===== src/rtl/serial_addsub_pkg.sv =====
// Shared constants for the bit-serial add/sub sequencer.
// Provides the state encoding, the op select values and the FSM state type.
package serial_addsub_pkg;

  localparam logic [1:0] ST_IDLE = 2'd0;
  localparam logic [1:0] ST_RUN  = 2'd1;
  localparam logic [1:0] ST_DONE = 2'd2;

  localparam logic OP_ADD = 1'b0;
  localparam logic OP_SUB = 1'b1;

  typedef enum logic [1:0] {
    IDLE = ST_IDLE,
    RUN  = ST_RUN,
    DONE = ST_DONE
  } state_t;

endpackage


===== src/rtl/Full_adder.sv =====
// One-bit full-adder cell used as the serial datapath.
// Ports: a, b, ci -> s (sum), co (carry out).
module Full_adder (
  input  logic a,
  input  logic b,
  input  logic ci,
  output logic s,
  output logic co
);

  assign s  = a ^ b ^ ci;
  assign co = (a & b) | (ci & (a ^ b));

endmodule


===== src/rtl/serial_addsub_ctrl.sv =====
// Bit-serial add/sub sequencer: one full adder stepped LSB first.
// Ports: clk, rst_n, start/sub/a/b in; busy, done, s, co, ovf out.
module serial_addsub_ctrl
  import serial_addsub_pkg::*;
#(
  parameter int WIDTH = 8
) (
  input  logic             clk,
  input  logic             rst_n,
  input  logic             start,
  input  logic             sub,
  input  logic [WIDTH-1:0] a,
  input  logic [WIDTH-1:0] b,
  output logic             busy,
  output logic             done,
  output logic [WIDTH-1:0] s,
  output logic             co,
  output logic             ovf
);

  localparam int CW = $clog2(WIDTH);
  localparam logic [CW-1:0] CNT_LAST = CW'(WIDTH - 1);
  localparam logic [CW-1:0] CNT_PREV = CW'(WIDTH - 2);

  state_t state, state_nx;

  logic [WIDTH-1:0] a_sh;
  logic [WIDTH-1:0] b_sh;
  logic             carry;
  logic             c_msb_in;
  logic [CW-1:0]    cnt;
  logic             fa_s;
  logic             fa_co;

  Full_adder u_fa (
    .a  (a_sh[0]),
    .b  (b_sh[0]),
    .ci (carry),
    .s  (fa_s),
    .co (fa_co)
  );

  always_ff @(posedge clk or negedge rst_n) begin
    if (!rst_n) state <= IDLE;
    else        state <= state_nx;
  end

  always_comb begin
    state_nx = state;
    unique case (state)
      IDLE:    if (start) state_nx = RUN;
      RUN:     if (cnt == CNT_LAST) state_nx = DONE;
      DONE:    state_nx = IDLE;
      default: state_nx = IDLE;
    endcase
  end

  assign busy = (state != IDLE);
  assign done = (state == DONE);

  always_ff @(posedge clk or negedge rst_n) begin
    if (!rst_n) begin
      a_sh     <= '0;
      b_sh     <= '0;
      carry    <= 1'b0;
      c_msb_in <= 1'b0;
      cnt      <= '0;
      s        <= '0;
      co       <= 1'b0;
      ovf      <= 1'b0;
    end else begin
      unique case (state)
        IDLE: begin
          if (start) begin
            a_sh  <= a;
            // subtract as a + ~b + 1, the +1 entering as carry-in
            b_sh  <= (sub == OP_SUB) ? ~b : b;
            carry <= sub;
            cnt   <= '0;
            s     <= '0;
          end
        end
        RUN: begin
          s     <= {fa_s, s[WIDTH-1:1]};
          a_sh  <= a_sh >> 1;
          b_sh  <= b_sh >> 1;
          carry <= fa_co;
          if (cnt != CNT_LAST)
            cnt <= cnt + 1'b1;
          if (cnt == CNT_PREV)
            c_msb_in <= fa_co;
          if (cnt == CNT_LAST) begin
            co  <= fa_co;
            ovf <= c_msb_in ^ fa_co;
          end
        end
        default: ;
      endcase
    end
  end

endmodule


===== config.mk =====
export PLATFORM = sky130hd
export DESIGN_NAME = serial_addsub_ctrl
export DESIGN_NICKNAME = d
export VERILOG_FILES = /design/src/rtl/serial_addsub_pkg.sv /design/src/rtl/Full_adder.sv /design/src/rtl/serial_addsub_ctrl.sv
export SDC_FILE = /design/constraint.sdc
export NUM_CORES = 1
export LEC_CHECK = 0
export CORE_MARGIN = 8
export CORE_UTILIZATION = 50
export DETAILED_ROUTE_END_ITERATION = 12
export PLACE_DENSITY = 0.78
export SYNTH_ARGS = -nofsm -noshare
export SYNTH_HDL_FRONTEND = slang
export SYNTH_SLANG_ARGS = --single-unit

===== constraint.sdc =====
create_clock -name clk -period 1.7 [get_ports clk]
set_input_delay 0.17 -clock clk [delete_from_list [all_inputs] [get_ports clk]]
set_output_delay 0.17 -clock clk [all_outputs]
set_load 0.1 [all_outputs]

* Word level (Yosys, flattened, before mapping) *
Cells that the tools add are included.

storage, ports and cells
  memory bits (read-only) = 0
  memories kept = 0
  logic and storage cells = 48
  bits in writable memories = 0
  latch bits = 0
  bits in registers = 33

operators by class
  add/subtract/negate cells = 1
  reductions and logical operators = 8
  bitwise operators = 7
  magnitude comparators = 0
  shift operators = 0
  multiplexer cells = 15
  eq/ne operators = 8
  multiply operators = 0
  divide/modulo/power cells = 0

operators with widths
  operator                                        count
  case mux 8 bit (2 select lines)                 3
  2-to-1 mux 8 bit                                4
  NOT 8 bit                                       1
  AND reduction 2 bit                             4
  == test 3 bit (second input constant)           2
  2-to-1 mux 3 bit                                2
  inequality test 2 bit (second input constant)   3
  case mux 3 bit (2 select lines)                 1
  2-to-1 mux 2 bit                                2
  case mux 2 bit (2 select lines)                 1
  nonzero test 2 bit                              2
  adder 3 x 1 -> 3 bit (second input constant)    1
  inequality test 3 bit (second input constant)   1
  AND reduction 3 bit                             1
  bitwise XOR 1 bit                               3
  bitwise AND 1 bit                               2
  == test 2 x 1 -> 1 bit (second input constant)  1
  == test 2 bit (second input constant)           1
  logical NOT 2 bit                               1
  case mux 1 bit (2 select lines)                 1
  2-to-1 mux 1 bit                                1
  OR 1 bit                                        1

* Logic depth before layout (Yosys ltp) *
Gate-level depths: netlist (run 1).

  depth in word-level cells = 4
  gate-level depth with buffers = 6
  depth with buffers taken out = 5

* Hierarchy *
A second synthesis (run 1) with hierarchy kept.

second synthesis, totals
  cell total of the unflattened synthesis = 129
  area, all modules = 1,572.8 um2

by module, submodules not included
  module              times used  cells each  seq. area each (um2)  area an instance (um2)
  serial_addsub_ctrl  1           128         825.8                 1,552.7
  Full_adder          1           1           0.0                   20.0

* Worst setup path after synthesis (run 1) *
No wires, ideal clock.

  kind = register -> output
  from = reg state[0]
  to = out done
  arrival time = 1.947 ns
  required time = 1.530 ns
  setup slack = -0.417 ns
  path buffers = 2
  cell stages (with the launch flop) = 4
  path through = dfrtp_1 > buf_4 > clkbuf_1 > nor2_1

between the ends
  cells in the longest elaborated chain, start to end = 1

RTL lines
  what                      line                      source
  start: declaration        serial_addsub_ctrl.sv:25  state_t state, state_nx;
  start signal: assignment  serial_addsub_ctrl.sv:45  else state <= state_nx;
  == test 2 bit             serial_addsub_ctrl.sv:59  assign done = (state == DONE);
  end: declaration          serial_addsub_ctrl.sv:15  output logic done,

No other way between the ends.

* Final worst setup path (run 1) *
  from = reg state[0]
  to = out busy

between the ends
  cells in the longest elaborated chain, start to end = 1

RTL lines
  what                line                      source
  nonzero test 2 bit  serial_addsub_ctrl.sv:58  assign busy = (state != IDLE);
  end: declaration    serial_addsub_ctrl.sv:14  output logic busy,

No other way between the ends.

==> results.sh, run 1 <==
export IMPL_ys_types=32
export IMPL_path_max_fanout=14
export IMPL_synth_area_leader_cell="dfrtp_1"
export IMPL_drv_slew=0
export IMPL_post_route_min_period_ps=1621
export IMPL_syn_num_nets=168
export IMPL_critPathKind="register to output port"
export IMPL_grt_pass1_vias=1263
export IMPL_ys_top_cells_by_area="dfrtp_1 (52%), nand2_1 (5.2%), o21ai_0 (5.1%)"
export IMPL_status="finished clean"
export IMPL_r2r_end="cnt[2]"
export IMPL_synth_ff_type="dfrtp_1"
export IMPL_area_growth_pct=36.85
export IMPL_wl_um=3451
export IMPL_grt_max_degree=34
export IMPL_top_layer_used="met4"
export IMPL_drt_met1_wl_um=1436
export IMPL_dp_hpwl_um=2525
export IMPL_postLayoutCoreUtil=0.7136
export IMPL_synthArstFlopShare=1.000
export IMPL_yosysTopAreaCellShare=0.5230
export IMPL_clkTransAtPathRegs_ps=110
export IMPL_firstDrtPassIters=4
export IMPL_ys_warn_count=0
export IMPL_num_vias=1232
export IMPL_syn_instance_count=144
export IMPL_syn_avg_cell_area_um2=10.97
export IMPL_crit_start="state[0]"
export IMPL_avgRoutedWirePerCell_um=15.07
export IMPL_slowest_stage="dfrtp_2"
export IMPL_core_area_mm2=0.003028
export IMPL_skew_ps=12.04
export IMPL_cp_endpoint="busy"
export IMPL_rr_worst_depth=5
export IMPL_synth_common_cells="dfrtp_1 (33), nand2_1 (22), o21ai_0 (16), inv_1 (9), xor2_1 (9)"
export IMPL_met3_length_um=232
export IMPL_p_sw_uw=2085
export IMPL_clock_sinks=33
export IMPL_clk_path_buf_depth=2
export IMPL_p_leak_uw=0.001025
export IMPL_power_internal_uw=2360
export IMPL_antenna_found_initial=0
export IMPL_dp_slack_ps=172.2
export IMPL_grt_pass1_wl_um=5837
export IMPL_pin_count=32
export IMPL_slew_headroom=0.6826
export IMPL_synth_seq_cells=33
export IMPL_start_util=0.5215
export IMPL_critical_path_arrival_ps=1450
export IMPL_syn_area_mm2=0.001579
export IMPL_hold_class="input pin to asynchronous set/reset pin"
export IMPL_cts_tree="yes"
export IMPL_setup_violations=0
export IMPL_avgViaCountPerCell=5.380
export IMPL_dieWidth_um=72.20
export IMPL_die_area_mm2=0.005212
export IMPL_start_kind="register"
export IMPL_slowest_delay_ps=470
export IMPL_fillers=214
export IMPL_globalplace_congestion=0.7936
export IMPL_tightest_slew_ps=474.0
export IMPL_peakVddDrop_v=0.0008117
export IMPL_synth_most_common_cell="dfrtp_1"
export IMPL_rrSetupSlack_ps=190
export IMPL_required_ps=1530
export IMPL_die_h_um=72.20
export IMPL_antenna_left=0
export IMPL_drive_gt1_frac=0.2108
export IMPL_power_density_mw_per_mm2=2057
export IMPL_p_total_uw=4445
export IMPL_path_buf_inv=2
export IMPL_layout_nets=208
export IMPL_port_buffers=31
export IMPL_clock_fmax_mhz=616.8
export IMPL_clk_insertion_delay_late_ps=340
export IMPL_multiInputGateArea_um2=649.4
export IMPL_regArea_um2=828.3
export IMPL_ys_seq_area_frac=0.5230
export IMPL_cts_htree_levels=2
export IMPL_hold_viol=0
export IMPL_antenna_cells=0
export IMPL_rsz0062_at_grt="no"
export IMPL_combPwrFrac=0.567
export IMPL_endpoint_kind="output port"
export IMPL_crit_chain="buf_6 -> or2_2 -> buf_12"
export IMPL_overflow=0
export IMPL_rows=20
export IMPL_setup_tns_ps=0
export IMPL_root_buffer="clkbuf_4"
export IMPL_remaining_drc_errors=0
export IMPL_drv_cap=0
export IMPL_rr_startpoint="cnt[0]"
export IMPL_period_share=0.9537
export IMPL_cts_buffers=5
export IMPL_grt_usage=0.1422
export IMPL_fin_ws_ps=78.76
export IMPL_path_depth=3
export IMPL_clockPowerShare=0.115
export IMPL_synth_edff_count=0
export IMPL_pwr_share_seq=0.318
export IMPL_route_met2_wl_um=1748
export IMPL_first_iter_violations=79
export IMPL_netSwitchingFraction=0.4691
export IMPL_crit_family="flip-flops"
## cells by family after synthesis
group           share of synthesized area
compound gates                     0.1688
xor+xnor                          0.04992
fa+ha+maj                         0.03645
buf+inv                           0.06735
flops                              0.5230
mux                               0.04438
simple gates                       0.1101
## what timing repair did
action / 4_1_cts / 5_1_grt
setup endpoints to repair: 2 / 2
gates resized for setup: 2 / 2
setup buffers: 0 / 3
hold buffers: 0 / 0
## power by group through the flow
| stage | sequential, µW | clock [µW] | combinational [µW] |
|---|---|---|---|
| 5_1_grt | 1460 | 560 | 2680 |
| 3_3_place_gp | 1410 | 0 | 2430 |
| 2_1_floorplan | 2050 | 0 | 1050 |
| 4_1_cts | 1420 | 518 | 2490 |
| 3_5_place_dp | 1430 | 0 | 2490 |
| 6_report | 1410 | 510 | 2520 |
## sequential cells by signal, indices dropped and copies added (netlist names)
signal    cells
a_sh          8
b_sh          8
c_msb_in      1
carry         1
cnt           3
co            1
ovf           1
s             8
state         2
## final cells by class
type / count / area share
repair buffers: 42 / 0.2391
inverters: 10 / 0.01911
clock buffers: 7 / 0.03011
flip-flops and latches: 33 / 0.3833
clock inverters: 1 / 0.002316
multi-input cells: 92 / 0.3005
well taps: 44 / 0.02548
## layer usage
layer / global-route usage / vias up
met3: 0.05647 / 3
li1: - / 580
met5: 0 / -
met4: 0.04308 / 0
met1: 0.1602 / 610
met2: 0.2397 / 39
## worst min path at each step
stage	start	to	slack, ps	depth (start not counted)
final	rst_n	s[3]	220	2
after global routing	rst_n	s[4]	250	2
after CTS	rst_n	s[3]	220	2
after detailed placement	b_sh[3]	b_sh[3]	470	2
after global placement	a_sh[3]	a_sh[3]	460	2
after floorplan	rst_n	a_sh[0]	-130	0
## per-stage QoR
stage | instance area (µm²) | std cells | hold slack (ps)
final | 2161 | 229 | 216.6
after global routing | 2161 | 229 | 248.3
after CTS | 2131 | 226 | 215.5
after detailed placement | 2058 | 218 | 470.0
after global placement | 2058 | 218 | 462.3
after floorplan | 1582 | 144 | -125.6
## cells in the final DEF, fill, tap and decap left out, types with 2 or more instances in the layout
master,n
a32oi_1,5
inv_1,9
a222oi_1,2
xor2_1,9
buf_12,12
mux2i_1,7
clkbuf_8,2
buf_4,10
a31oi_1,2
nand2b_1,3
nand2_1,22
dfrtp_1,31
dfrtp_2,2
a22o_1,7
ha_1,3
nand3b_1,2
clkdlybuf4s50_1,19
clkbuf_4,5
o21ai_0,16
Note: power is estimated with default switching activity, not from simulation.
==> run 2, diff against run 1 <==
==> constraint.sdc (replaced) <==
create_clock -name clk -period 1.5 [get_ports clk]
set_input_delay 0.15 -clock clk [delete_from_list [all_inputs] [get_ports clk]]
set_output_delay 0.15 -clock clk [all_outputs]
set_load 0.1 [all_outputs]
==> run 2 against run 1 <==
  * Clock skew fell by 2.1 ps
  * Routed wire length rose by 1.1%
  * Critical path type unchanged
  * Sequential cell count did not move
  * Clock power fell by 6.9%
  * Worst setup slack got worse by 31 ps
  * Sequential power rose by 14%
  * Largest cell class unchanged
==> results.sh, run 2 (same netlist as run 1, synthesis figures left out) <==
export IMPL_critical_path_arrival_ps=1300
export IMPL_avgRoutedWirePerCell_um=14.47
export IMPL_path_buf_inv=2
export IMPL_num_vias=1264
export IMPL_antenna_found_initial=0
export IMPL_dp_cells=224
export IMPL_rr_worst_depth=6
export IMPL_cts_buffers=5
export IMPL_remaining_drc_errors=0
export IMPL_antenna_left=0
export IMPL_cts_tree="yes"
export IMPL_required_ps=1350
export IMPL_path_max_fanout=5
export IMPL_firstDrtPassIters=4
export IMPL_gr_usage_met2=0.2146
export IMPL_hold_class="input pin to asynchronous set/reset pin"
export IMPL_antenna_cells=0
export IMPL_grt_pass1_vias=1243
export IMPL_layout_nets=220
export IMPL_grt_max_degree=34
export IMPL_crit_family="flip-flops"
export IMPL_dieWidth_um=72.20
export IMPL_final_common_cell="dfrtp_1"
export IMPL_post_route_min_period_ps=1452
export IMPL_globalplace_congestion=0.8492
export IMPL_slowest_delay_ps=440
export IMPL_wl_um=3488
export IMPL_hold_buffers=0
export IMPL_clock_fmax_mhz=688.6
export IMPL_setup_tns_ps=0
export IMPL_avgViaCountPerCell=5.245
export IMPL_grt_usage=0.1420
export IMPL_dp_hpwl_um=2445
export IMPL_p_leak_uw=0.001080
export IMPL_port_buffers=31
export IMPL_met1_usage=0.1804
export IMPL_critPathKind="register to output port"
export IMPL_power_density_mw_per_mm2=2294
export IMPL_slew_headroom=0.7213
export IMPL_start_kind="register"
export IMPL_root_buffer="clkbuf_4"
export IMPL_path_depth=3
export IMPL_area_growth_pct=43.03
export IMPL_period_share=0.9682
export IMPL_largestRegisters="a_sh: 8 flops, b_sh: 8 flops, s: 8 flops"
export IMPL_start_util=0.5215
export IMPL_cts_htree_levels=2
export IMPL_pin_count=32
export IMPL_drive_gt1_frac=0.2640
export IMPL_core_area_mm2=0.003028
export IMPL_rsz0062_at_grt="no"
export IMPL_first_iter_violations=87
export IMPL_clk_insertion_delay_late_ps=340
export IMPL_drv_slew=0
export IMPL_clock_sinks=33
export IMPL_final_cell_mix="dfrtp_1 (31), nand2_1 (22), buf_4 (20)"
export IMPL_setup_violations=0
export IMPL_die_h_um=72.20
export IMPL_rows=20
export IMPL_hold_viol=0
export IMPL_peakVddDrop_v=0.001091
export IMPL_die_area_mm2=0.005212
export IMPL_dp_slack_ps=-13.89
export IMPL_crit_chain="buf_6 -> or2_4 -> buf_12"
export IMPL_slowest_stage="dfrtp_2"
export IMPL_tightest_slew_ps=418.0
export IMPL_clk_path_buf_depth=2
export IMPL_overflow=0
export IMPL_instances_no_fill=241
export IMPL_hold_ws_ps=202.8
export IMPL_fin_ws_ps=47.74
export IMPL_drv_cap=0
export IMPL_status="finished clean"
export IMPL_p_total_uw=5181
export IMPL_clkTransAtPathRegs_ps=100
export IMPL_grt_pass1_wl_um=5858
export IMPL_endpoint_kind="output port"
export IMPL_skew_ps=9.904
export IMPL_top_usage_layer="met2"
export IMPL_rrSetupSlack_ps=90
export IMPL_grtUsageMet3=0.04270
[run 2: what timing repair did]
item / 4_1_cts / 5_1_grt
gates resized for setup: 5 / 4
setup endpoints to repair: 5 / 7
cloned: 0 / 0
setup buffers: 1 / 8
pin swaps: 1 / 2
hold endpoints to repair: 0 / 0
[run 2: worst reg2reg max path: stages (launching register included)]
cell and delay [ps]:
dfrtp_2 440, buf_6 130, buf_4 130, nor2b_4 120, buf_12 170, mux2i_1 220, o21ai_0 100
[run 2: final timing paths]
kind                       startpoint  endpoint
max reg2reg                  state[1]   a_sh[0]
min reg2reg                   a_sh[4]   a_sh[4]
min                             rst_n   a_sh[2]
max in group asynchronous       rst_n  state[0]
max                          state[1]      busy
min in group clk                 a[6]   a_sh[6]
[run 2: cell type report]
| class | count | area (µm²) |
|---|---|---|
| timing repair buffer | 54 | 623.1 |
| sequential | 33 | 828.3 |
| fill | 221 | 769.5 |
| inverter | 10 | 37.54 |
| clock inverter | 2 | 10.01 |
| multi-input combinational | 92 | 663.1 |
| clock buffer | 6 | 41.29 |
| tap | 44 | 55.05 |
[run 2: routing by layer]
metal  up-vias  share of wire
met4         0          0.022
met1       614           0.44
met2        33           0.49
met3         8          0.046
li1        609              -
met5         -              0
[run 2: power breakdown]
group	internal [µW]	total, µW	switching, µW
logic	1300	3090	1790
clock network	178	475	297
registers	1280	1610	332
total	2760	5180	2420
[run 2: through the flow]
stage	util	cell area, µm²
5_1_grt	0.7459	2258
6_report	0.7459	2258
3_5_place_dp	0.7004	2121
3_3_place_gp	0.7004	2121
2_1_floorplan	-	1587
4_1_cts	0.7240	2192
==> run 3, diff against run 2 <==
--- a/config.mk
+++ b/config.mk
@@ -5,6 +5,7 @@
 export SDC_FILE = /design/constraint.sdc
 export NUM_CORES = 1
 export LEC_CHECK = 0
+export CAP_MARGIN = 20
 export CORE_MARGIN = 8
 export CORE_UTILIZATION = 50
 export DETAILED_ROUTE_END_ITERATION = 12
==> constraint.sdc (replaced) <==
create_clock -name clk -period 1.55 [get_ports clk]
set_input_delay 0.155 -clock clk [delete_from_list [all_inputs] [get_ports clk]]
set_output_delay 0.155 -clock clk [all_outputs]
set_load 0.1 [all_outputs]
==> run 3 against run 2 <==
  * Clock skew is 1.3 ps lower
  * Total power is 1.7% lower
  * Final cell count is 1.7% lower
  * Routed wire length stayed put
  * Worst setup slack better by 16 ps
  * Sequential cell count stayed put
  * Non-clock buffer count is 3 lower
  * Register-to-register slack hardly changed
  * Design area is 0.50% lower
  * Combinational power hardly changed
  * Largest power group unchanged
  * Highest routed layer unchanged
==> results.sh, run 3 (same netlist as run 1, synthesis figures left out) <==
export IMPL_avgRoutedWirePerCell_um=14.72
export IMPL_required_ps=1390
export IMPL_period_share=0.9592
export IMPL_cts_tree="yes"
export IMPL_slowest_delay_ps=400
export IMPL_firstDrtPassIters=4
export IMPL_first_iter_violations=84
export IMPL_rsz0062_at_grt="no"
export IMPL_setup_violations=0
export IMPL_cts_buffers=5
export IMPL_globalplace_congestion=0.7533
export IMPL_multiInputGateArea_um2=663.1
export IMPL_pin_count=32
export IMPL_grt_usage=0.1456
export IMPL_grt_pass1_vias=1335
export IMPL_clk_path_buf_depth=2
export IMPL_avgViaCountPerCell=5.262
export IMPL_die_h_um=72.20
export IMPL_critical_path_arrival_ps=1330
export IMPL_num_vias=1247
export IMPL_slowest_stage="dfrtp_1"
export IMPL_drv_slew=0
export IMPL_dp_hpwl_um=2514
export IMPL_path_max_fanout=9
export IMPL_clock_fmax_mhz=672.6
export IMPL_die_area_mm2=0.005212
export IMPL_antenna_left=0
export IMPL_core_area_mm2=0.003028
export IMPL_slew_headroom=0.7204
export IMPL_hold_viol=0
export IMPL_remaining_drc_errors=0
export IMPL_largestRegisters="a_sh: 8 flops, b_sh: 8 flops, s: 8 flops"
export IMPL_port_buffers=31
export IMPL_wl_um=3488
export IMPL_hold_buffers=0
export IMPL_dieWidth_um=72.20
export IMPL_rows=20
export IMPL_status="finished clean"
export IMPL_antenna_found_initial=0
export IMPL_area_growth_pct=42.31
export IMPL_skew_ps=8.596
export IMPL_final_common_cell="dfrtp_1"
export IMPL_final_cell_mix="dfrtp_1 (32), nand2_1 (22), clkdlybuf4s50_1 (19)"
export IMPL_overflow=0
export IMPL_postLayoutCoreUtil=0.7421
export IMPL_clk_insertion_delay_late_ps=330
export IMPL_post_route_min_period_ps=1487
export IMPL_p_leak_uw=0.001067
export IMPL_regArea_um2=827.0
export IMPL_p_total_uw=5092
export IMPL_hold_class="input pin to asynchronous set/reset pin"
export IMPL_grt_max_degree=34
export IMPL_grt_pass1_wl_um=6072
export IMPL_drv_cap=0
export IMPL_layout_nets=217
export IMPL_clkTransAtPathRegs_ps=100
export IMPL_clock_sinks=33
export IMPL_critPathKind="register to output port"
export IMPL_fillers=220
export IMPL_drive_gt1_frac=0.2383
export IMPL_cts_htree_levels=2
export IMPL_power_density_mw_per_mm2=2266
export IMPL_crit_chain="buf_6 -> buf_4 -> nor2_4 -> buf_12"
export IMPL_tightest_slew_ps=419.4
export IMPL_start_kind="register"
export IMPL_antenna_cells=0
export IMPL_start_util=0.5215
export IMPL_root_buffer="clkbuf_4"
export IMPL_endpoint_kind="output port"
export IMPL_peakVddDrop_v=0.0008759
export IMPL_rrSetupSlack_ps=90
## run 3: cell types whose count changed in the layout (fill, tap and decap cells not counted)
cell / change
clkbuf_8: +1
clkinv_2: -2
clkinv_1: +1
dfrtp_2: -1
o21ai_0: +1
o21ai_1: -1
buf_4: -3
inv_2: -1
dfrtp_1: +1
buf_12: +1
buf_6: -1
## run 3: path summary, 6_finish.rpt
| check | cells after the start | end | startpoint |
|---|---|---|---|
| min in group clk | 3 | a_sh[6] | a[6] |
| setup reg to reg | 5 | s[5] | state[0] |
| hold / removal | 2 | a_sh[1] | rst_n |
| max in group asynchronous | 2 | state[1] | rst_n |
| hold reg to reg | 2 | b_sh[3] | b_sh[3] |
| setup / recovery | 4 | done | state[0] |
## run 3: layout make-up
class,count,share of cell area
multi-input cells,92,0.2951
repair buffers,51,0.2712
inverters,10,0.01670
well taps,44,0.02450
flip-flops and latches,33,0.3680
clock buffers,7,0.02450
## run 3: critical path: cells and delay by family, from the launching register on
| kind | cells | cell delay [ps] |
|---|---|---|
| buffers and inverters | 3 | 490 |
| DFF | 1 | 400 |
| and+or+nand+nor | 1 | 100 |
## run 3: report_power, final
part,internal [µW],total [µW],switching (µW),leakage [µW]
sequential,1240,1530,294,0.000417
clock,214,492,278,0.0000314
combinational,1300,3070,1770,0.000619
## run 3: through the flow
stage               instances  setup slack [ps]  hold slack, ps  instance area (µm²)  setup TNS, ps
finish                    237             63.30           220.9                 2247              0
floorplan                 144             133.3          -140.6                 1587              0
global placement          223             58.80           464.5                 2101              0
global route              237             7.899           262.6                 2247              0
detailed placement        223            -15.59           468.4                 2101         -15.59
CTS                       231             6.997           221.2                 2172              0
## run 3: timing repair
| item | in CTS | in global routing |
|---|---|---|
| setup endpoints to repair | 4 | 7 |
| gates resized for setup | 3 | 2 |
| pin swaps | 0 | 1 |
| buffers inserted | 1 | 6 |
## run 3: routing by layer
metal | up-vias | track usage | part of all wire
li1 | 598 | - | -
met1 | 610 | 0.1653 | 0.43
met2 | 31 | 0.2437 | 0.50
met3 | 8 | 0.05234 | 0.051
met4 | 0 | 0.05442 | 0.017
met5 | - | 0 | 0
